## src/rtl/shift_seq32_if.sv

```systemverilog
`default_nettype none
// ============================================================================
// Module      : shift_seq32_if
// Description : Handshake/data bundle between the ALU control decode (master)
//               and the multi-cycle shift unit shift_seq32 (slave).
//   master drives : start, a, shamt, op
//   slave drives  : ready, busy, done, out, zero
// Revision    : 1.0 - initial release
// ============================================================================
interface shift_seq32_if #(
    parameter int WIDTH = 32,
    parameter int SHW   = 5
);
    logic             start;   // request, sampled only while ready=1
    logic [WIDTH-1:0] a;       // operand
    logic [SHW-1:0]   shamt;   // shift amount
    logic [1:0]       op;      // 00 sll, 01 srl, 10 sra, 11 rotr/srl
    logic             ready;   // unit idle, will accept start
    logic             busy;    // shifting in progress
    logic             done;    // one-cycle result-valid pulse
    logic [WIDTH-1:0] out;     // registered result, held until next done
    logic             zero;    // out == 0, registered with out

    modport master (
        output start, a, shamt, op,
        input  ready, busy, done, out, zero
    );

    modport slave (
        input  start, a, shamt, op,
        output ready, busy, done, out, zero
    );
endinterface
`default_nettype wire

```

## src/rtl/shift_seq32.sv

```systemverilog
`default_nettype none
// ============================================================================
// Module      : shift_seq32
// Description : Multi-cycle shifter for the ALU shift path (sll/srl/sra).
//               Captures one operand + amount per start/ready handshake,
//               shifts by at most STEP bits per RUN cycle and then presents
//               the registered result with a one-cycle done pulse.
// Ports       : clk   - clock, rising edge
//               rst_n - synchronous active-low reset
//               sif   - shift_seq32_if.slave (start/a/shamt/op in,
//                       ready/busy/done/out/zero out)
// Options     : SHIFT_SEQ_ROTATE_EN - when defined, op=11 is rotate right;
//               otherwise op=11 behaves as srl.
// Revision    : 1.0 - initial release
// ============================================================================
module shift_seq32 #(
    parameter int WIDTH = 32,   // operand/result width
    parameter int SHW   = 5,    // shift-amount width, 2**SHW == WIDTH
    parameter int STEP  = 8     // max bits shifted per RUN cycle
) (
    input  wire logic         clk,
    input  wire logic         rst_n,
    shift_seq32_if.slave      sif
);

    typedef enum logic [1:0] {
        S_IDLE = 2'd0,
        S_RUN  = 2'd1,
        S_DONE = 2'd2
    } state_t;

    // One extra bit so STEP == WIDTH is representable for the comparison.
    localparam logic [SHW:0] c_step = STEP[SHW:0];

    state_t           r_state;
    state_t           w_state_nxt;
    logic [WIDTH-1:0] r_acc;
    logic [SHW-1:0]   r_rem;
    logic [1:0]       r_opr;
    logic [WIDTH-1:0] r_out;
    logic             r_zero;

    logic [SHW-1:0]   w_step;
    logic [SHW-1:0]   w_rem_nxt;
    logic [WIDTH-1:0] w_acc_shf;

    // step = min(rem, STEP). rem never exceeds WIDTH-1, so the chosen value
    // always fits in SHW bits even when STEP == WIDTH.
    always_comb begin
        w_step = r_rem;
        if ({1'b0, r_rem} > c_step) begin
            w_step = c_step[SHW-1:0];
        end
    end

    assign w_rem_nxt = r_rem - w_step;

`ifdef SHIFT_SEQ_ROTATE_EN
    localparam logic [SHW:0] c_width = WIDTH[SHW:0];
    logic [SHW:0] w_rot_amt;
    // Left part of the rotate; step is >= 1 in RUN so this stays < WIDTH.
    assign w_rot_amt = c_width - {1'b0, w_step};
`endif

    always_comb begin
        w_acc_shf = r_acc >> w_step;            // srl (and op=11 without rotate)
        case (r_opr)
            2'b00:   w_acc_shf = r_acc << w_step;
            2'b10:   w_acc_shf = $signed(r_acc) >>> w_step;
`ifdef SHIFT_SEQ_ROTATE_EN
            2'b11:   w_acc_shf = (r_acc >> w_step) | (r_acc << w_rot_amt);
`endif
            default: ;
        endcase
    end

    // ------------------------------------------------------------------
    // FSM
    // ------------------------------------------------------------------
    always_ff @(posedge clk) begin
        if (!rst_n) begin
            r_state <= S_IDLE;
        end else begin
            r_state <= w_state_nxt;
        end
    end

    always_comb begin
        w_state_nxt = r_state;
        case (r_state)
            S_IDLE: begin
                if (sif.start) begin
                    w_state_nxt = (sif.shamt == '0) ? S_DONE : S_RUN;
                end
            end
            S_RUN: begin
                if (w_rem_nxt == '0) begin
                    w_state_nxt = S_DONE;
                end
            end
            S_DONE:  w_state_nxt = S_IDLE;
            default: w_state_nxt = S_IDLE;
        endcase
    end

    // ------------------------------------------------------------------
    // Datapath. out/zero load on the edge that enters DONE so they are
    // valid in the same cycle as the done pulse and hold afterwards.
    // ------------------------------------------------------------------
    always_ff @(posedge clk) begin
        if (!rst_n) begin
            r_acc  <= '0;
            r_rem  <= '0;
            r_opr  <= '0;
            r_out  <= '0;
            r_zero <= 1'b1;
        end else begin
            case (r_state)
                S_IDLE: begin
                    if (sif.start) begin
                        r_acc <= sif.a;
                        r_rem <= sif.shamt;
                        r_opr <= sif.op;
                        if (sif.shamt == '0) begin
                            r_out  <= sif.a;
                            r_zero <= (sif.a == '0);
                        end
                    end
                end
                S_RUN: begin
                    r_acc <= w_acc_shf;
                    r_rem <= w_rem_nxt;
                    if (w_rem_nxt == '0) begin
                        r_out  <= w_acc_shf;
                        r_zero <= (w_acc_shf == '0);
                    end
                end
                default: ;
            endcase
        end
    end

    // Status outputs are decoded from state only.
    assign sif.ready = (r_state == S_IDLE);
    assign sif.busy  = (r_state == S_RUN);
    assign sif.done  = (r_state == S_DONE);
    assign sif.out   = r_out;
    assign sif.zero  = r_zero;

endmodule
`default_nettype wire

```

## src/flat_wrapper.sv

```systemverilog
// flat-port wrapper written by rule: the top's interface ports become plain ports
module shift_seq32_flat 
#(
    parameter int WIDTH = 32,                          
    parameter int SHW   = 5,                                          
    parameter int STEP  = 8                                      
)
  (clk, rst_n, sif_start, sif_a, sif_shamt, sif_op, sif_ready, sif_busy, sif_done, sif_out, sif_zero);
  shift_seq32_if #(.WIDTH(WIDTH), .SHW(SHW)) sif_i ();
  input  wire logic clk;
  input  wire logic rst_n;
  input wire logic [$bits(sif_i.start)-1:0] sif_start;
  input wire logic [$bits(sif_i.a)-1:0] sif_a;
  input wire logic [$bits(sif_i.shamt)-1:0] sif_shamt;
  input wire logic [$bits(sif_i.op)-1:0] sif_op;
  output wire logic [$bits(sif_i.ready)-1:0] sif_ready;
  output wire logic [$bits(sif_i.busy)-1:0] sif_busy;
  output wire logic [$bits(sif_i.done)-1:0] sif_done;
  output wire logic [$bits(sif_i.out)-1:0] sif_out;
  output wire logic [$bits(sif_i.zero)-1:0] sif_zero;
  assign sif_i.start = sif_start;
  assign sif_i.a = sif_a;
  assign sif_i.shamt = sif_shamt;
  assign sif_i.op = sif_op;
  assign sif_ready = sif_i.ready;
  assign sif_busy = sif_i.busy;
  assign sif_done = sif_i.done;
  assign sif_out = sif_i.out;
  assign sif_zero = sif_i.zero;
  shift_seq32 #(.WIDTH(WIDTH), .SHW(SHW), .STEP(STEP)) u_core (.clk(clk), .rst_n(rst_n), .sif(sif_i));
endmodule
```

## config.mk

```make
export PLATFORM = sky130hd
export DESIGN_NAME = shift_seq32_flat
export DESIGN_NICKNAME = d
export VERILOG_FILES = /design/src/rtl/shift_seq32_if.sv /design/src/rtl/shift_seq32.sv /design/src/flat_wrapper.sv
export SDC_FILE = /design/constraint.sdc
export NUM_CORES = 1
export LEC_CHECK = 0
export ABC_AREA = 1
export CORE_MARGIN = 3
export CORE_UTILIZATION = 62
export CTS_CLUSTER_DIAMETER = 60
export DETAILED_ROUTE_END_ITERATION = 8
export PLACE_DENSITY = 0.87
export SLEW_MARGIN = 20
export SYNTH_ARGS = -nofsm -noshare
export SYNTH_HDL_FRONTEND = slang
export SYNTH_SLANG_ARGS = --single-unit
```

## constraint.sdc

```tcl
create_clock -name clk -period 3.76 [get_ports clk]
set_input_delay 1.128 -clock clk [delete_from_list [all_inputs] [get_ports clk]]
set_output_delay 1.128 -clock clk [all_outputs]
set_load 0.1 [all_outputs]
```

==> implementation parameters, run 1 <==
Parameter                              Value

CTS
  TritonCTS Buffers ... 9
  Clock buffer depth ... 2
  Post-CTS setup repair buffer count ... 0
  Worst-skew pair later-pin latency ... 0.36 ns
  Resized Gates After CTS ... 0
  Clock Sinks ... 74
  CTS root buf ... sky130_fd_sc_hd__clkbuf_8
  Clock input transition at the sequential cells of the worst setup and hold paths ... 0.07 ns
  TritonCTS clock tree ... yes
  CTS H-tree depth ... 3
  Number of buffers inserted by hold repair at cts ... 0

Synth
  Cell count after synthesis ... 1,166
  Synth Flop Type ... sky130_fd_sc_hd__dfxtp_1
  Combined area of all synthesized cells ... roughly 6500 um2
  Number of enable-type register cells in the synthesized netlist ... 0
  Warning count from the yosys run ... 0
  Cell type with the highest aggregate area in the netlist ... sky130_fd_sc_hd__nand2_1
  Net count of the mapped netlist ... 1,209
  Most frequently used cell type in the post-synthesis netlist ... sky130_fd_sc_hd__nand2_1
  Cells taking the most area after synthesis ... sky130_fd_sc_hd__nand2_1 23%, sky130_fd_sc_hd__dfxtp_1 23%, sky130_fd_sc_hd__nand3_1 14%, sky130_fd_sc_hd__o21ai_0 7.8%, sky130_fd_sc_hd__a21oi_1 6.5%
  Synth top area share ... 23.1%
  Mean instance size in the synthesized netlist ... 5.54 um2
  Share of synthesized flip-flops with an asynchronous set or reset ... 0%
  Library cells used by synthesis ... 39
  Sequential share of the synthesized area ... between 20% and 30%
  Top cells by instance count after synthesis ... 397 x sky130_fd_sc_hd__nand2_1, 181 x sky130_fd_sc_hd__nand3_1, 101 x sky130_fd_sc_hd__inv_1
  Post-synthesis sequential element count ... 74

Power
  Lkg Pwr ... 3.74 nW
  Sequential group share of total power ... 18.6%
  Fraction of power consumed by the clock network ... 11.1%
  Power spent charging and discharging nets ... 3.61 mW
  Proportion of power drawn by combinational gates ... 70.3%
  Worst-case vdd ir drop ... between 0.0006 and 0.0007 V
  Overall power after layout ... approximately 6.1 mW
  Total internal power ... 2.54 mW
  Pwr dens ... between 800 and 900 nW/um2
  Switching share of power ... 58.7%

Floorplan
  Total die area ... between 10,000 and 15,000 um2
  Initial Utilization ... between 60% and 70%
  Number of top-level pins ... 78
  Die height ... 108 um
  Total core area ... 9950 um2
  Num rows ... 36
  Horizontal extent of the die ... ~110 um

Detailed routing
  DRT Wirelength ... 22.2 mm
  DR pass1 iterations ... 6
  Avg WL per Cell ... 16.6 um
  Remaining routing DRC violations ... 0
  DRC violation total after the first TritonRoute iteration ... between 1,000 and 1,500
  Vias per inst ... 6.04
  Antenna violation net count after detailed routing ... 0
  Total via count in the routed design ... 8,077

Setup path
  Kind of capture point of the worst setup path ... register
  Max FO, Critical Path ... 44
  Crit path launch type ... input port
  Data arrival time of the critical path ... 3.37 ns
  Critical-path cell list ... clkdlybuf4s50_1 -> nand2_1 -> nor2_1 -> nor2_1 -> clkinv_1 -> nand2_1 -> nor2_4 -> buf_4 -> o21ai_0 -> a21oi_1
  Longest individual stage delay on the worst path ... 0.67 ns
  CP Data Required Time ... roughly 4.0 ns
  Crit-path slowest cell ... sky130_fd_sc_hd__nor2_1
  Type of the setup path with the least slack ... input port to register

Finish
  Post-route cell area ... a little over 7000 um2
  Layout Area Growth over Synthesis ... 12.2%
  Storage element area ... approximately 1500 um2
  Multi-input gate area ... around 4200 um2
  Total of fill cells in the finished design ... about 930
  Fin util ... 72.8%
  Antenna fix cells ... 0
  Net count, final ... 1,242
  Share of post-route cells with drive strength above 1 ... 7.48%

Status
  Result of the run ... complete, no violations

Global route
  Antenna violations before repair ... 0
  Total grt overflow ... 0
  Total routing resource utilization after global routing ... 38.2%
  Maximum number of pins on one net before global-route repair ... 72
  Wire length of the first global-routing pass ... 35.4 mm
  Via count of the first global-routing pass ... around 7,000

Placed design
  Routability congestion estimate from global placement ... 1.04
  DP Wirelength ... 16.3 mm
  Number of I/O port buffers ... 77
  Worst setup slack after placement ... 0.260 ns
  Area of placed instances ... between 7000 and 8000 um2

Timing
  Maximum frequency from static timing analysis ... ~320 MHz
  Number of failing setup endpoints in the final timing report ... 0
  Headroom to the max-slew limit ... a little over two fifths
  Period utilization ... 83.7%
  Final hold vios ... 0
  Final critical path time including I/O delays and setup ... 3.15 ns
  Worst Skew ... approximately 0.0046 ns
  Setup slack of the critical path after layout ... 0.614 ns
  Final max-slew violation count ... 0
  Setup TNS Final ... 0 ns
  RSZ-0062 raised after global routing ... no
  Slew @ Worst Pin ... 0.866 ns

Run
  Max Cap Violations ... 0

Hold path
  Hold Path Class ... register to register
## flip-flops by register name, indices dropped and copies added, names as in the netlist
signal and count:
u_core.r_acc 32, u_core.sif.out 32, u_core.r_rem 5, u_core.r_opr 2
u_core.r_state 2, u_core.sif.zero 1
## critical path, delay by kind of cell
family / cells / cell delay [ns]
AOI/OAI and AO/OA: 2 / 0.33
and+or+nand+nor: 5 / 1.04
buffers and inverters: 3 / 0.85
## power groups by stage
| stage | registers (mW) | logic, mW | clock network, mW |
|---|---|---|---|
| 5_1_grt | 1.16 | 4.73 | 0.710 |
| 4_1_cts | 1.13 | 4.19 | 0.684 |
| 3_5_place_dp | 1.14 | 4.17 | 0 |
| 3_3_place_gp | 1.14 | 4.14 | 0 |
| 2_1_floorplan | 1.61 | 2.79 | 0 |
| 6_report | 1.15 | 4.32 | 0.679 |
## final timing paths
kind | start | end | slack [ns] | cells after the start
min reg2reg | u_core.sif.out[30] | u_core.sif.out[30] | 0.51 | 2
max reg2reg | u_core.r_rem[4] | u_core.sif.zero | 0.77 | 17
max | sif_start | u_core.sif.out[9] | 0.61 | 10
min | u_core.sif.out[30] | u_core.sif.out[30] | 0.51 | 2
## stage by stage
| stage | std cells | hold slack (ns) |
|---|---|---|
| after floorplan | 1166 | 0.467 |
| after global placement | 1321 | 0.480 |
| after detailed placement | 1321 | 0.486 |
| after CTS | 1337 | 0.508 |
| after global routing | 1337 | 0.531 |
| final | 1337 | 0.510 |
## metal layers
| layer | up-vias | routed length [um] | track usage [%] |
|---|---|---|---|
| met5 | - | 0 | 0 |
| met4 | 0 | 693 | 14.3 |
| met3 | 59 | 3080 | 6.03 |
| met2 | 580 | 9190 | 54.8 |
| met1 | 3552 | 9230 | 57.0 |
| li1 | 3886 | - | - |
## area by class of cell
type / instances / share of cell area, %
Clock buffer: 10 / 1.90
Clock inverter: 6 / 1.10
Inverter: 107 / 5.54
Multi-Input combinational cell: 911 / 57.3
Sequential cell: 74 / 20.4
Tap cell: 133 / 2.30
Timing Repair Buffer: 96 / 11.5
## cell usage in the layout (no fill, tap or decap), types with 3 or more instances in the layout
master / n
sky130_fd_sc_hd__o21a_1: 5
sky130_fd_sc_hd__dfxtp_1: 74
sky130_fd_sc_hd__nand4_1: 6
sky130_fd_sc_hd__buf_4: 54
sky130_fd_sc_hd__nor2_4: 3
sky130_fd_sc_hd__inv_2: 4
sky130_fd_sc_hd__clkdlybuf4s50_1: 40
sky130_fd_sc_hd__nor3_1: 3
sky130_fd_sc_hd__o21ai_1: 20
sky130_fd_sc_hd__a21oi_1: 84
sky130_fd_sc_hd__clkinv_2: 4
sky130_fd_sc_hd__clkbuf_8: 10
sky130_fd_sc_hd__nand2_1: 397
sky130_fd_sc_hd__inv_1: 101
sky130_fd_sc_hd__mux2i_1: 3
sky130_fd_sc_hd__nand3_1: 181
sky130_fd_sc_hd__nor2_2: 4
sky130_fd_sc_hd__nor2_1: 66
sky130_fd_sc_hd__o211ai_1: 10
sky130_fd_sc_hd__nor4_1: 10
sky130_fd_sc_hd__o21ai_0: 100
## logic make-up after synthesis
kind of cell    after synthesis  share of synthesized area (%)
flops                        74                           22.9
buf+inv                     181                           13.0
xor+xnor                      1                          0.136
simple gates                678                           44.6
compound gates              227                           18.6
mux                           3                          0.465
fa+ha+maj                     1                          0.194
other cells                   1                         0.0581
(Power assumes the default switching activity.)
==> run 2, diff against run 1 <==
--- a/config.mk
+++ b/config.mk
@@ -7,10 +7,10 @@
 export LEC_CHECK = 0
 export ABC_AREA = 1
 export CORE_MARGIN = 3
-export CORE_UTILIZATION = 62
+export CORE_UTILIZATION = 57
 export CTS_CLUSTER_DIAMETER = 60
 export DETAILED_ROUTE_END_ITERATION = 8
-export PLACE_DENSITY = 0.87
+export PLACE_DENSITY = 0.81
 export SLEW_MARGIN = 20
 export SYNTH_ARGS = -nofsm -noshare
 export SYNTH_HDL_FRONTEND = slang
==> constraint.sdc (replaced) <==
create_clock -name clk -period 3.2 [get_ports clk]
set_input_delay 0.96 -clock clk [delete_from_list [all_inputs] [get_ports clk]]
set_output_delay 0.96 -clock clk [all_outputs]
set_load 0.1 [all_outputs]
==> implementation parameters, run 2 (synthesis gave the netlist of run 1 again) <==
Parameter                              Value

Global route
  Wire length of the first global-routing pass ... 36.9 mm
  Total grt overflow ... 0
  Total routing resource utilization after global routing ... 36.1%
  Via count of the first global-routing pass ... 7,160
  Antenna violations before repair ... 0
  Maximum number of pins on one net before global-route repair ... 72

Power
  Worst-case vdd ir drop ... 0.000688 V
  Pwr dens ... 1020 nW/um2
  Lkg Pwr ... roughly 3.8 nW

Timing
  Final hold vios ... 0
  Final critical path time including I/O delays and setup ... 2.80 ns
  RSZ-0062 raised after global routing ... no
  Slew @ Worst Pin ... a little over 0.8 ns
  Final max-slew violation count ... 0
  Number of failing setup endpoints in the final timing report ... 0
  Period utilization ... 87.5%
  Maximum frequency from static timing analysis ... 357 MHz
  Worst Skew ... between 0.008 and 0.009 ns
  Setup TNS Final ... 0 ns
  Headroom to the max-slew limit ... 44.8%

Detailed routing
  Avg WL per Cell ... about 17 um
  Total via count in the routed design ... 8,168
  DRC violation total after the first TritonRoute iteration ... 1,095
  Antenna violation net count after detailed routing ... 0
  Vias per inst ... 6.05
  Remaining routing DRC violations ... 0
  DR pass1 iterations ... 6
  DRT Wirelength ... roughly 23 mm

CTS
  CTS root buf ... sky130_fd_sc_hd__clkbuf_16
  Clock Sinks ... 74
  TritonCTS Buffers ... 9
  Clock buffer depth ... 2
  Post-CTS setup repair buffer count ... 0
  TritonCTS clock tree ... yes
  Clock input transition at the sequential cells of the worst setup and hold paths ... around 0.06 ns
  Number of buffers inserted by hold repair at cts ... 0
  Resized Gates After CTS ... 0
  Worst-skew pair later-pin latency ... 0.34 ns
  CTS H-tree depth ... 3

Setup path
  Critical-path cell list ... inv_1 -> nand2_2 -> a21oi_4 -> buf_4 -> nand2_1 -> nand2_1 -> nand2_1 -> nand3_1 -> nand2_1 -> nor2_1 -> nand2_1 -> nor2_1 -> nand2_1 -> nor2_1 -> nand3_1 -> nand2_1 -> nand2_1 -> nand2_1
  Kind of capture point of the worst setup path ... register
  Cell family contributing the most delay on the critical path ... simple AND/OR/NAND/NOR gates
  Max FO, Critical Path ... 20
  CP Data Required Time ... 3.48 ns
  Crit-path slowest cell ... sky130_fd_sc_hd__dfxtp_1
  Longest individual stage delay on the worst path ... 0.34 ns
  Crit path launch type ... register
  Combined buffer and inverter count along the critical path ... 2
  Cell mode on critical path ... sky130_fd_sc_hd__nand2_1
  Data arrival time of the critical path ... 3.08 ns
  Type of the setup path with the least slack ... register to register

Finish
  Most frequent standard cell in the layout excluding fill and tap cells ... sky130_fd_sc_hd__nand2_1
  Non-filler cells in the finished layout ... roughly 1,300
  Net count, final ... between 1,000 and 1,500
  Layout Area Growth over Synthesis ... 14.9%
  Antenna fix cells ... 0
  Share of post-route cells with drive strength above 1 ... roughly 8%
  Commonest non-fill, non-tap cells in the layout ... 397 x sky130_fd_sc_hd__nand2_1, 181 x sky130_fd_sc_hd__nand3_1, 101 x sky130_fd_sc_hd__inv_1

Run
  Max Cap Violations ... 0

Floorplan
  Number of top-level pins ... 78
  Die height ... 112 um
  Num rows ... 38
  Total die area ... 12,600 um2
  Initial Utilization ... 59.1%
  Total core area ... around 11,000 um2
  Horizontal extent of the die ... around 110 um

Placed design
  Placed Cells ... 1,333
  Routability congestion estimate from global placement ... between 1 and 1.5
  DP Wirelength ... 17.1 mm
  Number of I/O port buffers ... 77

Hold path
  Hold Path Class ... register to register

Status
  Result of the run ... complete, no violations
-- run 2: per-layer routing --
layer / vias to the layer above / GRT usage (%) / share of wire [%]
met5: - / 0 / 0
met4: 0 / 13.6 / 3.1
met3: 60 / 6.36 / 12
met2: 493 / 51.2 / 41
met1: 3710 / 54.1 / 43
li1: 3905 / - / -
-- run 2: cell type report --
class | instances | area, um2
multi-input cells | 911 | 4150
fillers | 1065 | 3520
flip-flops and latches | 74 | 1480
repair buffers | 101 | 906
inverters | 107 | 402
clock buffers | 11 | 243
well taps | 140 | 175
clock inverters | 5 | 60.1
-- run 2: tightest hold or removal path: cells and delay by family, from the launching register on --
family	cells	cell delay (ns)
AO/OA/AOI/OAI	1	0.10
buffers and inverters	1	0.06
flip-flops	1	0.33
-- run 2: per-stage QoR --
step,worst slack [ns],area (um2),power (mW),utilization (%),hold WS (ns)
2_1_floorplan,0.430,6460,5.16,-,0.467
3_3_place_gp,0.401,7110,6.36,65.1,0.487
3_5_place_dp,0.354,7110,6.37,65.1,0.484
4_1_cts,0.494,7420,7.42,67.8,0.512
5_1_grt,0.185,7420,8.13,67.8,0.539
6_report,0.401,7420,7.58,67.8,0.513
-- run 2: worst paths after layout --
| path | from | endpoint | slack (ns) | depth (start not counted) |
|---|---|---|---|---|
| setup reg to reg | u_core.r_rem[4] | u_core.sif.zero | 0.40 | 18 |
| hold / removal | u_core.sif.out[26] | u_core.sif.out[26] | 0.51 | 2 |
| hold reg to reg | u_core.sif.out[26] | u_core.sif.out[26] | 0.51 | 2 |
| setup / recovery | u_core.r_rem[4] | u_core.sif.zero | 0.40 | 18 |
-- run 2: report_power, final --
part | internal [mW] | switching [mW] | total [mW]
registers | 1.15 | 0.193 | 1.34
logic | 1.43 | 3.78 | 5.21
clock network | 0.629 | 0.397 | 1.03
==> run 3, diff against run 2 <==
--- a/config.mk
+++ b/config.mk
@@ -7,10 +7,12 @@
 export LEC_CHECK = 0
 export ABC_AREA = 1
 export CORE_MARGIN = 3
-export CORE_UTILIZATION = 57
+export CORE_UTILIZATION = 59
+export CTS_BUF_LIST = sky130_fd_sc_hd__clkbuf_8
 export CTS_CLUSTER_DIAMETER = 60
 export DETAILED_ROUTE_END_ITERATION = 8
-export PLACE_DENSITY = 0.81
+export GPL_ROUTABILITY_DRIVEN = 0
+export PLACE_DENSITY = 0.84
 export SLEW_MARGIN = 20
 export SYNTH_ARGS = -nofsm -noshare
 export SYNTH_HDL_FRONTEND = slang
==> constraint.sdc (replaced) <==
create_clock -name clk -period 3.2 [get_ports clk]
set_input_delay 0.96 -clock clk [delete_from_list [all_inputs] [get_ports clk]]
set_output_delay 0.96 -clock clk [all_outputs]
set_load 0.005 [all_outputs]
==> implementation parameters, run 3 (synthesis gave the netlist of run 1 again) <==
Parameter                              Value

Placed design
  Area of placed instances ... 7210 um2
  Number of I/O port buffers ... 77
  DP Wirelength ... 16.1 mm

Setup path
  Critical R2R Capture ... u_core.sif.zero
  Cell depth of the worst flop-to-flop path ... 15
  Max FO, Critical Path ... 14
  Critical R2R Launch ... u_core.r_rem[0]
  Data arrival time of the critical path ... 3.14 ns
  Register-to-register path setup slack ... 0.36 ns
  Crit path launch type ... register
  Type of the setup path with the least slack ... register to register
  Kind of capture point of the worst setup path ... register
  CP Data Required Time ... 3.50 ns

Global route
  Antenna violations before repair ... 0
  Total grt overflow ... 0
  Maximum number of pins on one net before global-route repair ... 75
  Via count of the first global-routing pass ... 7,133
  Total routing resource utilization after global routing ... 34.6%
  Wire length of the first global-routing pass ... 35.4 mm

Finish
  Most frequent standard cell in the layout excluding fill and tap cells ... sky130_fd_sc_hd__nand2_1
  Share of post-route cells with drive strength above 1 ... 5.12%
  Fin util ... 71.0%
  Total of fill cells in the finished design ... 990
  Commonest non-fill, non-tap cells in the layout ... 397 x sky130_fd_sc_hd__nand2_1, 181 x sky130_fd_sc_hd__nand3_1, 101 x sky130_fd_sc_hd__inv_1
  Storage element area ... 1480 um2
  Layout Area Growth over Synthesis ... 15.1%
  Net count, final ... 1,250
  Multi-input gate area ... 4150 um2
  Post-route cell area ... roughly 7400 um2
  Antenna fix cells ... 0

Detailed routing
  Vias per inst ... between 6 and 7
  DRT Wirelength ... 21.9 mm
  Antenna violation net count after detailed routing ... 0
  Avg WL per Cell ... 16.3 um
  Total via count in the routed design ... between 8,000 and 9,000
  Remaining routing DRC violations ... 0
  DRC violation total after the first TritonRoute iteration ... 1,088
  DR pass1 iterations ... 7

Floorplan
  Horizontal extent of the die ... ~110 um
  Total die area ... 12,200 um2
  Total core area ... 10,500 um2
  Number of top-level pins ... 78
  Num rows ... 37
  Initial Utilization ... 61.7%
  Die height ... 111 um

CTS
  Resized Gates After CTS ... 0
  Clock buffer depth ... 2
  CTS root buf ... sky130_fd_sc_hd__clkbuf_8
  Clock Sinks ... 74
  Worst-skew pair later-pin latency ... 0.35 ns
  TritonCTS clock tree ... yes
  Number of buffers inserted by hold repair at cts ... 0
  Clock input transition at the sequential cells of the worst setup and hold paths ... approximately 0.080 ns
  TritonCTS Buffers ... 9
  Post-CTS setup repair buffer count ... 0
  CTS H-tree depth ... 3

Hold path
  End point of the worst hold path ... u_core.r_acc[24]
  Hold Path Class ... register to register
  Min-delay src ... u_core.r_acc[24]
  Cell depth of the worst hold path ... 2

Power
  Pwr dens ... 896 nW/um2
  Lkg Pwr ... roughly 3.7 nW
  Worst-case vdd ir drop ... 0.000473 V

Timing
  Final critical path time including I/O delays and setup ... around 2.8 ns
  Maximum frequency from static timing analysis ... 352 MHz
  Number of failing setup endpoints in the final timing report ... 0
  Final hold vios ... 0
  RSZ-0062 raised after global routing ... no
  Setup TNS Final ... 0 ns
  Final max-slew violation count ... 0
  Worst Skew ... 0.0103 ns
  Period utilization ... 88.8%
  Slew @ Worst Pin ... roughly 0.78 ns
  Headroom to the max-slew limit ... 47.6%

Status
  Result of the run ... complete, no violations

Run
  Max Cap Violations ... 0
run 3: routing by layer:
| metal | up-vias | routed length [um] | global-route usage, % | part of all wire, % |
|---|---|---|---|---|
| met4 | 0 | 652 | 10.3 | 3.0 |
| met3 | 70 | 2910 | 9.97 | 13 |
| li1 | 3912 | - | - | - |
| met1 | 3600 | 9370 | 49.4 | 43 |
| met2 | 521 | 9020 | 50.4 | 41 |
| met5 | - | 0 | 0 | 0 |
run 3: critical path: stages (launching register included):
cell                      delay [ns]
sky130_fd_sc_hd__dfxtp_1        0.57
sky130_fd_sc_hd__nand2_1        0.42
sky130_fd_sc_hd__buf_4          0.31
sky130_fd_sc_hd__o21ai_1        0.16
sky130_fd_sc_hd__nand2_1        0.08
sky130_fd_sc_hd__nand2_1        0.15
sky130_fd_sc_hd__a21oi_1        0.14
sky130_fd_sc_hd__nand2_1        0.10
sky130_fd_sc_hd__nand3_1        0.06
sky130_fd_sc_hd__nor2_1         0.27
sky130_fd_sc_hd__nand3_1        0.13
sky130_fd_sc_hd__nor2_1         0.13
sky130_fd_sc_hd__nand3_1        0.08
sky130_fd_sc_hd__nand2_1        0.06
sky130_fd_sc_hd__nand2_1        0.05
sky130_fd_sc_hd__nand2_1        0.05
run 3: layout make-up:
class / count / area share [%]
Clock buffer: 9 / 1.67
Timing Repair Buffer: 104 / 13.5
Clock inverter: 7 / 1.35
Tap cell: 136 / 2.29
Sequential cell: 74 / 19.9
Multi-Input combinational cell: 911 / 55.8
Inverter: 107 / 5.40
run 3: report_power, final:
part / total, mW / internal (mW) / switching [mW]
Clock: 0.812 / 0.445 / 0.367
Sequential: 1.34 / 1.14 / 0.192
Combinational: 4.51 / 1.47 / 3.04
run 3: how the worst max path moves through the flow:
stage                      start                 end  slack, ns  cells past startpoint
2_1_floorplan          sif_start  u_core.sif.out[15]       1.02                     10
3_3_place_gp           sif_start     u_core.r_acc[4]       0.44                      9
3_5_place_dp           sif_start     u_core.r_acc[2]       0.33                      9
4_1_cts        u_core.r_state[0]            sif_busy       0.47                      3
5_1_grt          u_core.r_rem[0]     u_core.sif.zero       0.16                     15
6_report         u_core.r_rem[0]     u_core.sif.zero       0.36                     15
run 3: per-stage QoR:
stage,std cells,hold WS [ns],total power [mW],setup WS [ns]
after floorplan,1166,0.465,4.50,1.02
after global placement,1332,0.479,5.64,0.444
after detailed placement,1332,0.487,5.66,0.328
after CTS,1348,0.509,6.49,0.473
after global routing,1348,0.538,7.22,0.156
final,1348,0.514,6.66,0.360
